**src/rtl/lcd_timing_gen.sv**
```systemverilog
`default_nettype none
//------------------------------------------------------------------------------
// Module      : lcd_timing_gen
// Description : RGB-LCD HS/VS/DE timing generator with one-cycle-early pixel
//               request, start-up mute and end-of-frame pulse.
// Revision    : 1.0 - initial release
//------------------------------------------------------------------------------
module lcd_timing_gen #(
    parameter logic [10:0] H_SYNC       = 11'd128,
    parameter logic [10:0] H_BACK       = 11'd88,
    parameter logic [10:0] H_DISP       = 11'd800,
    parameter logic [10:0] H_FRONT      = 11'd40,
    parameter logic [10:0] V_SYNC       = 11'd2,
    parameter logic [10:0] V_BACK       = 11'd33,
    parameter logic [10:0] V_DISP       = 11'd480,
    parameter logic [10:0] V_FRONT      = 11'd10,
    parameter logic [3:0]  START_FRAMES = 4'd1
) (
    input  logic        lcd_pclk,
    input  logic        rst_n,
    input  logic [23:0] i_pixel_data,
    output logic [10:0] o_pixel_xpos,
    output logic [10:0] o_pixel_ypos,
    output logic [10:0] o_h_disp,
    output logic [10:0] o_v_disp,
    output logic        o_lcd_hs,
    output logic        o_lcd_vs,
    output logic        o_lcd_de,
    output logic [23:0] o_lcd_rgb,
    output logic        o_lcd_bl,
    output logic        o_frame_done
);

    localparam logic [10:0] c_H_TOTAL     = H_SYNC + H_BACK + H_DISP + H_FRONT;
    localparam logic [10:0] c_V_TOTAL     = V_SYNC + V_BACK + V_DISP + V_FRONT;
    localparam logic [10:0] c_H_DE_START  = H_SYNC + H_BACK;
    localparam logic [10:0] c_H_DE_END    = c_H_DE_START + H_DISP;
    // The request window opens one cycle ahead of DE to absorb the content
    // stage's register; columns are numbered from 1 so 0 means "no request".
    localparam logic [10:0] c_H_REQ_START = c_H_DE_START - 11'd1;
    localparam logic [10:0] c_H_REQ_END   = c_H_DE_END - 11'd1;
    localparam logic [10:0] c_X_OFFSET    = c_H_DE_START - 11'd2;
    localparam logic [10:0] c_V_ACT_START = V_SYNC + V_BACK;
    localparam logic [10:0] c_V_ACT_END   = c_V_ACT_START + V_DISP;

    logic [10:0] r_h_cnt;
    logic [10:0] r_v_cnt;
    logic [3:0]  r_frame_cnt;
    logic        r_bl;

    logic        w_h_last;
    logic        w_v_last;
    logic        w_frame_done;
    logic        w_v_act;
    logic        w_data_req;
    logic        w_de;
    logic        w_mute;
    logic [3:0]  w_frame_cnt_nxt;

    assign w_h_last     = (r_h_cnt == c_H_TOTAL - 11'd1);
    assign w_v_last     = (r_v_cnt == c_V_TOTAL - 11'd1);
    assign w_frame_done = w_h_last && w_v_last;

    always_ff @(posedge lcd_pclk or negedge rst_n) begin
        if (!rst_n) begin
            r_h_cnt <= 11'd0;
        end else if (w_h_last) begin
            r_h_cnt <= 11'd0;
        end else begin
            r_h_cnt <= r_h_cnt + 11'd1;
        end
    end

    always_ff @(posedge lcd_pclk or negedge rst_n) begin
        if (!rst_n) begin
            r_v_cnt <= 11'd0;
        end else if (w_h_last) begin
            if (w_v_last) begin
                r_v_cnt <= 11'd0;
            end else begin
                r_v_cnt <= r_v_cnt + 11'd1;
            end
        end
    end

    assign w_v_act    = (r_v_cnt >= c_V_ACT_START) && (r_v_cnt < c_V_ACT_END);
    assign w_data_req = w_v_act && (r_h_cnt >= c_H_REQ_START) && (r_h_cnt < c_H_REQ_END);
    assign w_de       = w_v_act && (r_h_cnt >= c_H_DE_START) && (r_h_cnt < c_H_DE_END);

    // Backlight is registered from the next-state mute so it tracks the
    // frame counter exactly, rising in the cycle right after frame_done.
    assign w_mute          = (r_frame_cnt < START_FRAMES);
    assign w_frame_cnt_nxt = (w_frame_done && w_mute) ? r_frame_cnt + 4'd1 : r_frame_cnt;

    always_ff @(posedge lcd_pclk or negedge rst_n) begin
        if (!rst_n) begin
            r_frame_cnt <= 4'd0;
            r_bl        <= (START_FRAMES == 4'd0);
        end else begin
            r_frame_cnt <= w_frame_cnt_nxt;
            r_bl        <= (w_frame_cnt_nxt >= START_FRAMES);
        end
    end

    assign o_lcd_hs     = (r_h_cnt >= H_SYNC);
    assign o_lcd_vs     = (r_v_cnt >= V_SYNC);
    assign o_lcd_de     = w_de;
    assign o_pixel_xpos = w_data_req ? (r_h_cnt - c_X_OFFSET) : 11'd0;
    assign o_pixel_ypos = w_v_act ? (r_v_cnt - c_V_ACT_START) : 11'd0;
    assign o_h_disp     = H_DISP;
    assign o_v_disp     = V_DISP;
    assign o_lcd_rgb    = (w_de && !w_mute) ? i_pixel_data : 24'h000000;
    assign o_lcd_bl     = r_bl;
    assign o_frame_done = w_frame_done;

endmodule
`default_nettype wire

```
**config.mk**
```make
export PLATFORM = sky130hd
export DESIGN_NAME = lcd_timing_gen
export DESIGN_NICKNAME = d
export VERILOG_FILES = /design/src/rtl/lcd_timing_gen.sv
export SDC_FILE = /design/constraint.sdc
export NUM_CORES = 1
export LEC_CHECK = 0
export ABC_AREA = 0
export ABC_CLOCK_PERIOD_IN_PS = 3030
export BUFFER_PORTS_ARGS = -buffer_cell sky130_fd_sc_hd__buf_2
export CORE_ASPECT_RATIO = 0.6
export CORE_UTILIZATION = 45
export CTS_BUF_LIST = sky130_fd_sc_hd__clkbuf_4 sky130_fd_sc_hd__clkbuf_8
export CTS_CLUSTER_DIAMETER = 60
export CTS_CLUSTER_SIZE = 8
export DETAILED_ROUTE_END_ITERATION = 10
export PLACE_DENSITY_LB_ADDON = 0.1
export RECOVER_POWER = 50
export SYNTH_ARGS = -nofsm -noshare
export SYNTH_HDL_FRONTEND = slang
export SYNTH_SLANG_ARGS = --single-unit
```
**constraint.sdc**
```tcl
create_clock -name lcd_pclk -period 3.03 [get_ports lcd_pclk]
set_clock_uncertainty 0.1 [all_clocks]
set_input_delay 0.606 -clock lcd_pclk [delete_from_list [all_inputs] [get_ports lcd_pclk]]
set_output_delay 0.606 -clock lcd_pclk [all_outputs]
set_load 0.03 [all_outputs]
```
==> results of run 1 <==
## cells by family (layout without fill, tap and decap cells)
kind of cell | count (synthesis) | after routing | synth area share (%)
other cells | 2 | 22 | 0.288
xor+xnor | 27 | 27 | 9.07
buf+inv | 62 | 104 | 14.4
compound gates | 38 | 38 | 9.79
fa+ha+maj | 8 | 8 | 3.84
simple gates | 138 | 138 | 35.4
mux | 3 | 3 | 1.25
flops | 27 | 27 | 25.9
## routing by layer
metal / vias to the layer above / global-route usage [%] / share of wire (%)
met5: - / 0 / 0
met4: 0 / 4.14 / 0.35
met3: 2 / 3.69 / 5.7
met2: 78 / 29.4 / 40
met1: 1064 / 30.3 / 54
li1: 1153 / - / -
## worst register-to-register path, stage by stage (launching register included)
cell and delay (ns):
dfrtp_1 0.44, ha_2 0.26, and4_1 0.30, and3_1 0.22
clkbuf_1 0.47, nand4_1 0.18, mux2_2 0.29
## Yosys cell counts, drive strengths merged (5+ instances only)
| cell | count | area share, % |
|---|---|---|
| nor4 | 25 | 11 |
| inv | 9 | 1.3 |
| nand4 | 7 | 1.7 |
| xnor2 | 15 | 5.0 |
| ha | 8 | 3.8 |
| nand2 | 13 | 1.9 |
| buf | 43 | 12 |
| nor3 | 17 | 3.5 |
| dfrtp | 27 | 26 |
| clkbuf | 10 | 1.5 |
| xor2 | 12 | 4.0 |
| nor2 | 19 | 2.7 |
| o21ai | 10 | 1.9 |
| nor3b | 5 | 1.6 |
| a21oi | 10 | 2.1 |
| nand3 | 9 | 1.7 |
| nand2b | 24 | 5.8 |
## final cells by class
class	count	share of cell area, %
Multi-Input combinational cell	236	55.1
Tap cell	80	3.30
Clock inverter	1	0.165
Timing Repair Buffer	91	16.4
Inverter	9	1.11
Sequential cell	27	22.5
Clock buffer	3	1.36
## flip-flops by register name, summed over array words and instances (netlist names)
register	flops
r_h_cnt	11
r_v_cnt	11
r_frame_cnt	4
o_lcd_bl	1
## layout by cell type (no fill, tap or decap), types with 3 or more instances in the layout
cell type   n
a21oi_1     9
and3_1      4
and4_1      4
buf_2      73
buf_4      12
clkbuf_1    4
clkbuf_8    3
conb_1     22
dfrtp_1    22
dfrtp_2     5
ha_1        5
ha_2        3
inv_1       9
nand2_1    13
nand2b_1   24
nand3_1     9
nand4_1     7
nor2_1     19
nor3_1     15
nor3b_1     3
nor4_1      5
nor4_2     20
o21ai_0     9
xnor2_1    15
xor2_1     12
## metrics by stage
stage	hold WS (ns)	TNS [ns]	utilization, %
after floorplan	0.210	0	-
after global placement	0.326	0	53.0
after detailed placement	0.332	0	53.0
after CTS	0.258	0	53.9
after global routing	0.385	-0.00917	54.4
final	0.350	0	54.4
## power by group through the flow
stage	clock network (W)	logic (W)	registers, W
after floorplan	0	0.0000573	0.000367
after detailed placement	0	0.0000584	0.000367
final	0.000213	0.0000579	0.000360
after global placement	0	0.0000584	0.000367
after global routing	0.000236	0.0000640	0.000360
after CTS	0.000219	0.0000586	0.000360
## path summary, 6_finish.rpt
check / start / end / slack [ns] / depth (start not counted)
max in group asynchronous: rst_n / r_v_cnt[2]$_DFFE_PN0N_ / 1.28 / 1
worst min-delay path: r_frame_cnt[3]$_DFF_PN0_ / r_frame_cnt[3]$_DFF_PN0_ / 0.35 / 0
worst max-delay path: r_v_cnt[6]$_DFFE_PN0N_ / o_lcd_rgb[1] / 0.14 / 6
worst min register to register: r_frame_cnt[3]$_DFF_PN0_ / r_frame_cnt[3]$_DFF_PN0_ / 0.35 / 0
min in group asynchronous: rst_n / r_v_cnt[6]$_DFFE_PN0N_ / 0.57 / 1
worst max register to register: r_h_cnt[1]$_DFF_PN0_ / r_v_cnt[4]$_DFFE_PN0N_ / 0.65 / 6
## repair_timing
action | 4_1_cts | 5_1_grt
gates resized for setup | 0 | 12
hold endpoints to repair | 0 | 0
endpoints found under the setup margin | 0 | 46
setup buffers | 0 | 1
==> results by group, run 1 <==
Critical path
  • Worst path required time: 2.32 ns
  • Crit Path Category: flop to output port
  • CP endpoint kind: output port
  • CP arrival: 2.18 ns
  • CP max-delay cell: dfrtp_1
  • Max FO, Critical Path: 46
  • Critical path buffer and inverter count: 2
  • CP peak stage delay: 0.52 ns
  • Crit-path cells: or3_1 > a21oi_2 > o311a_2 > buf_12 > nor4_1 > buf_2
  • Crit-path leading delay family: flip-flops
  • Worst setup SP type: flop

Flow run
  • Max-cap viol count: 1

Floorplan
  • Die footprint: 6110 sq um
  • Io pins: 99
  • CORE AREA: 5570 sq um
  • Chip width: 100 um
  • Die Y: 61.0 um
  • Initial Util: 46.8%
  • Rows: 21

Clock network
  • TritonCTS Buffers: 3
  • Clock latency at the later pin of the worst-skew pair: 0.28 ns
  • Hold buffer count at cts: 0
  • TritonCTS clock tree: done
  • Clk sinks: 27
  • Worst-case clock buffer depth: 2
  • Clock transition at path regs: 0.10 ns
  • Clock Root Buffer: clkbuf_8
  • H-tree depth: 1

Yosys
  • Cells after Synth: 305
  • Unique masters post-synth: 53
  • Ys async rst share: 100%
  • YS warnings: 0
  • Synthesized cell area: 2610 sq um
  • Sequential fraction of the synthesis area: 25.9%
  • FF+latch count, synth: 27
  • Post-synth top flop: dfrtp_1
  • Mean Syn Cell Area: 8.55 sq um
  • Post-synth EDFFs: 0

Pwr
  • VDD IR max: 161 uV
  • Power share of the clock group: 33.8%
  • Sequential Power Share: 57.0%
  • Power per cell area: 208 nW/um^2
  • Internal power: 0.000463 W
  • P_sw: 0.000168 W
  • Sw frac: 26.6%
  • Part of the power in combinational logic: 9.2%
  • Power, Total: 0.000631 W
  • Lkg Pwr: 1.41 nW

Finish
  • Non-Filler Instances: 447
  • Synth-to-layout area growth: 16.3%
  • Sequential cell area: 682 sq um
  • Nets: 402
  • Antenna Cells: 0
  • Multi-input gate area: 1670 sq um
  • Design Area, Final: 3030 sq um
  • Filler cells: 543
  • Layout cells sized above 1: 36.0%

Route
  • Pre-Repair DR Iteration Count: 4
  • Via/cell ratio: 5.14
  • Post-route ant nets: 0
  • DRC violations left: 0
  • Routed WL per cell: 13.4 um
  • DR vias: 2,297
  • Initial detailed-routing violation count: 157
  • WL final: 5970 um

Global route
  • Pin count of the biggest net entering global routing: 47
  • Number of global-route vias before repair: 1,899
  • GR Overflow Total: 0
  • Initial antenna violation count: 0
  • GRT Total Usage: 19.9%
  • First-pass GRT wire length: 9470 um

Timing
  • Post-route setup slack: 0.139 ns
  • Final setup viols: 0
  • Minimum clock period after layout: 2.89 ns
  • Slew headroom: 0.348%
  • Final worst-path cycle share: 95.4%
  • Fmax: 346 MHz
  • Slew @ Worst Pin: 1.49 ns
  • Final Max Tran Viols: 0
  • Hold Fails Final Rpt: 0

Placement
  • IO buf count: 76
  • Pre-CTS setup slack: 0.355 ns
  • Placed cell count: 442
  • DP Area: 2950 sq um
  • Gpl congestion: 0.873
  • Dpl hpwl: 4420 um

Run status
  • Status: finished with violations
  • Failing checks: capacitance limit

Worst hold path
  • Hold Crit Class: flop to flop
No activity file was read; power rests on OpenSTA's default activity.
==> run 2, diff against run 1 <==
--- a/config.mk
+++ b/config.mk
@@ -16,6 +16,7 @@
 export DETAILED_ROUTE_END_ITERATION = 10
 export PLACE_DENSITY_LB_ADDON = 0.1
 export RECOVER_POWER = 50
+export SETUP_SLACK_MARGIN = 0.2
 export SYNTH_ARGS = -nofsm -noshare
 export SYNTH_HDL_FRONTEND = slang
 export SYNTH_SLANG_ARGS = --single-unit
==> results by group, run 2 (synthesis results as in run 1) <==
Route
  • Pre-Repair DR Iteration Count: 4 (unchanged)
  • DR vias: 2,398 (was 2,297)
  • Routed WL per cell: 13.8 um (was 13.4 um)
  • WL final: 6430 um (was 5970 um)
  • Post-route ant nets: 0 (unchanged)
  • DRC violations left: 0 (unchanged)
  • Initial detailed-routing violation count: 171 (was 157)
  • Via/cell ratio: 5.15 (was 5.14)

Timing
  • Post-route setup slack: 0.204 ns (was 0.139 ns)
  • RSZ-0062 raised after global routing: true
  • Hold Fails Final Rpt: 0 (unchanged)
  • Setup TNS: 0 ns (unchanged)
  • Minimum clock period after layout: 2.83 ns (was 2.89 ns)
  • Final Max Tran Viols: 0 (unchanged)
  • Slew headroom: 3.74% (was 0.348%)
  • Final setup viols: 0 (unchanged)
  • Final worst-path cycle share: 93.3% (was 95.4%)
  • Slew @ Worst Pin: 1.44 ns (was 1.49 ns)
  • Fmax: 354 MHz (was 346 MHz)

Clock network
  • Clock Root Buffer: clkbuf_8 (unchanged)
  • TritonCTS Buffers: 3 (unchanged)
  • Clock transition at path regs: 0.09 ns (was 0.10 ns)
  • Worst-case clock buffer depth: 2 (unchanged)
  • TritonCTS clock tree: done (unchanged)
  • H-tree depth: 1 (unchanged)
  • Hold buffer count at cts: 0 (unchanged)
  • Clk sinks: 27 (unchanged)
  • Clock latency at the later pin of the worst-skew pair: 0.27 ns (was 0.28 ns)

Finish
  • Synth-to-layout area growth: 29.1% (was 16.3%)
  • Most frequent cells in the layout: 51 x buf_2, 50 x buf_4, 24 x nand2b_1 (was 73 x buf_2, 24 x nand2b_1, 22 x conb_1, 22 x dfrtp_1, 20 x nor4_2)
  • Nets: 421 (was 402)
  • Commonest non-fill, non-tap cell in the layout: buf_2 (unchanged)
  • Multi-input gate area: 1770 sq um (was 1670 sq um)
  • Util after Layout: 60.4% (was 54.4%)
  • Antenna Cells: 0 (unchanged)
  • Non-Filler Instances: 466 (was 447)
  • Layout cells sized above 1: 43.0% (was 36.0%)
  • Sequential cell area: 688 sq um (was 682 sq um)
  • Top Registers: r_h_cnt x11, r_v_cnt x11, r_frame_cnt x4 (unchanged)
  • Filler cells: 503 (was 543)

Critical path
  • Worst path required time: 2.32 ns (about the same)
  • Crit-path leading delay family: compound AO/OA/AOI/OAI gates (was flip-flops)
  • Crit Path Category: flop to output port (unchanged)
  • CP peak stage delay: 0.50 ns (was 0.52 ns)
  • Worst setup SP type: flop (unchanged)
  • Critical path buffer and inverter count: 2 (unchanged)
  • CP endpoint kind: output port (unchanged)
  • CP max-delay cell: a2111o_1 (was dfrtp_1)
  • Max FO, Critical Path: 21 (was 46)
  • Crit-path cells: a2111o_1 > a21oi_2 > o311a_4 > buf_12 > nor4_1 > buf_2 (was or3_1 > a21oi_2 > o311a_2 > buf_12 > nor4_1 > buf_2)
  • CP arrival: 2.12 ns (was 2.18 ns)

Floorplan
  • Initial Util: 46.8% (unchanged)
  • Die Y: 61.0 um (unchanged)
  • Io pins: 99 (unchanged)
  • CORE AREA: 5570 sq um (unchanged)
  • Die footprint: 6110 sq um (unchanged)
  • Rows: 21 (unchanged)
  • Chip width: 100 um (unchanged)

Placement
  • Gpl congestion: 0.823 (was 0.873)
  • Placed cell count: 440 (was 442)
  • Dpl hpwl: 4490 um (was 4420 um)
  • Pre-CTS setup slack: 0.0963 ns (was 0.355 ns)
  • IO buf count: 76 (unchanged)

Pwr
  • Power share of the clock group: 33.0% (was 33.8%)
  • Power per cell area: 185 nW/um^2 (was 208 nW/um^2)
  • Power, Total: 0.000623 W (was 0.000631 W)
  • Lkg Pwr: 1.54 nW (was 1.41 nW)
  • Part of the power in combinational logic: 9.3% (was 9.2%)
  • P_sw: 0.000160 W (was 0.000168 W)
  • Sequential Power Share: 57.8% (was 57.0%)
  • Sw frac: 25.7% (was 26.6%)
  • Internal power: 0.000463 W (about the same)
  • VDD IR max: 153 uV (was 161 uV)

Global route
  • Number of global-route vias before repair: 2,032 (was 1,899)
  • Pin count of the biggest net entering global routing: 28 (was 47)
  • Initial antenna violation count: 0 (unchanged)
  • First-pass GRT wire length: 10,000 um (was 9470 um)
  • GRT Total Usage: 20.8% (was 19.9%)
  • GR Overflow Total: 0 (unchanged)

Run status
  • Status: finished clean (was finished with violations)

Flow run
  • Max-cap viol count: 0 (was 1)

Worst hold path
  • Hold Crit Class: flop to flop (unchanged)
==> run 2: cell types whose count changed in the layout (fill, tap and decap cells not counted), moves of 4 or more <==
cell | previous run | this run
buf_4 | 12 | 50
nor3_1 | 15 | 9
buf_2 | 73 | 51
dfrtp_1 | 22 | 17
nor3_2 | 2 | 6
dfrtp_2 | 5 | 10
==> run 2: area by class of cell <==
cell class | instances | area share (%)
clock buffers | 3 | 1.23
inverters | 9 | 1.00
flip-flops and latches | 27 | 20.4
clock inverters | 1 | 0.149
multi-input cells | 236 | 52.6
repair buffers | 110 | 21.6
well taps | 80 | 2.97
==> run 2: power groups by stage <==
stage          Combinational [W]  Sequential, W  Clock [W]
2_1_floorplan          0.0000573       0.000367          0
3_3_place_gp           0.0000581       0.000367          0
3_5_place_dp           0.0000583       0.000367          0
4_1_cts                0.0000584       0.000360   0.000211
5_1_grt                0.0000636       0.000360   0.000230
6_report               0.0000577       0.000360   0.000205
==> run 2: stage by stage <==
stage	hold slack, ns	cell area (sq um)
after floorplan	0.210	2730
after global placement	0.331	2990
after detailed placement	0.332	2990
after CTS	0.259	3220
after global routing	0.362	3370
final	0.347	3370
==> run 2: final timing paths <==
path / start / endpoint / slack, ns / cells past startpoint
setup / recovery: r_v_cnt[1]$_DFFE_PN0N_ / o_lcd_rgb[1] / 0.20 / 6
hold / removal: r_frame_cnt[3]$_DFF_PN0_ / r_frame_cnt[3]$_DFF_PN0_ / 0.35 / 0
setup reg to reg: r_h_cnt[9]$_DFF_PN0_ / r_v_cnt[4]$_DFFE_PN0N_ / 0.68 / 5
hold reg to reg: r_frame_cnt[3]$_DFF_PN0_ / r_frame_cnt[3]$_DFF_PN0_ / 0.35 / 0
max in group asynchronous: rst_n / r_v_cnt[6]$_DFFE_PN0N_ / 1.33 / 1
min in group asynchronous: rst_n / o_lcd_bl$_DFF_PN0_ / 0.55 / 1
==> run 2: per-layer routing <==
layer | track usage (%) | routed length (um) | vias up | part of all wire, %
li1 | - | - | 1187 | -
met1 | 31.4 | 3190 | 1120 | 50
met2 | 32.2 | 2790 | 89 | 43
met3 | 3.57 | 429 | 2 | 6.7
met4 | 2.28 | 14 | 0 | 0.22
met5 | 0 | 0 | - | 0
==> run 2: timing repair <==
action,in CTS,in global routing
buffers inserted,17,4
cloned,0,1
gates resized for setup,19,44
pin swaps,5,6
endpoints found under the setup margin,46,47
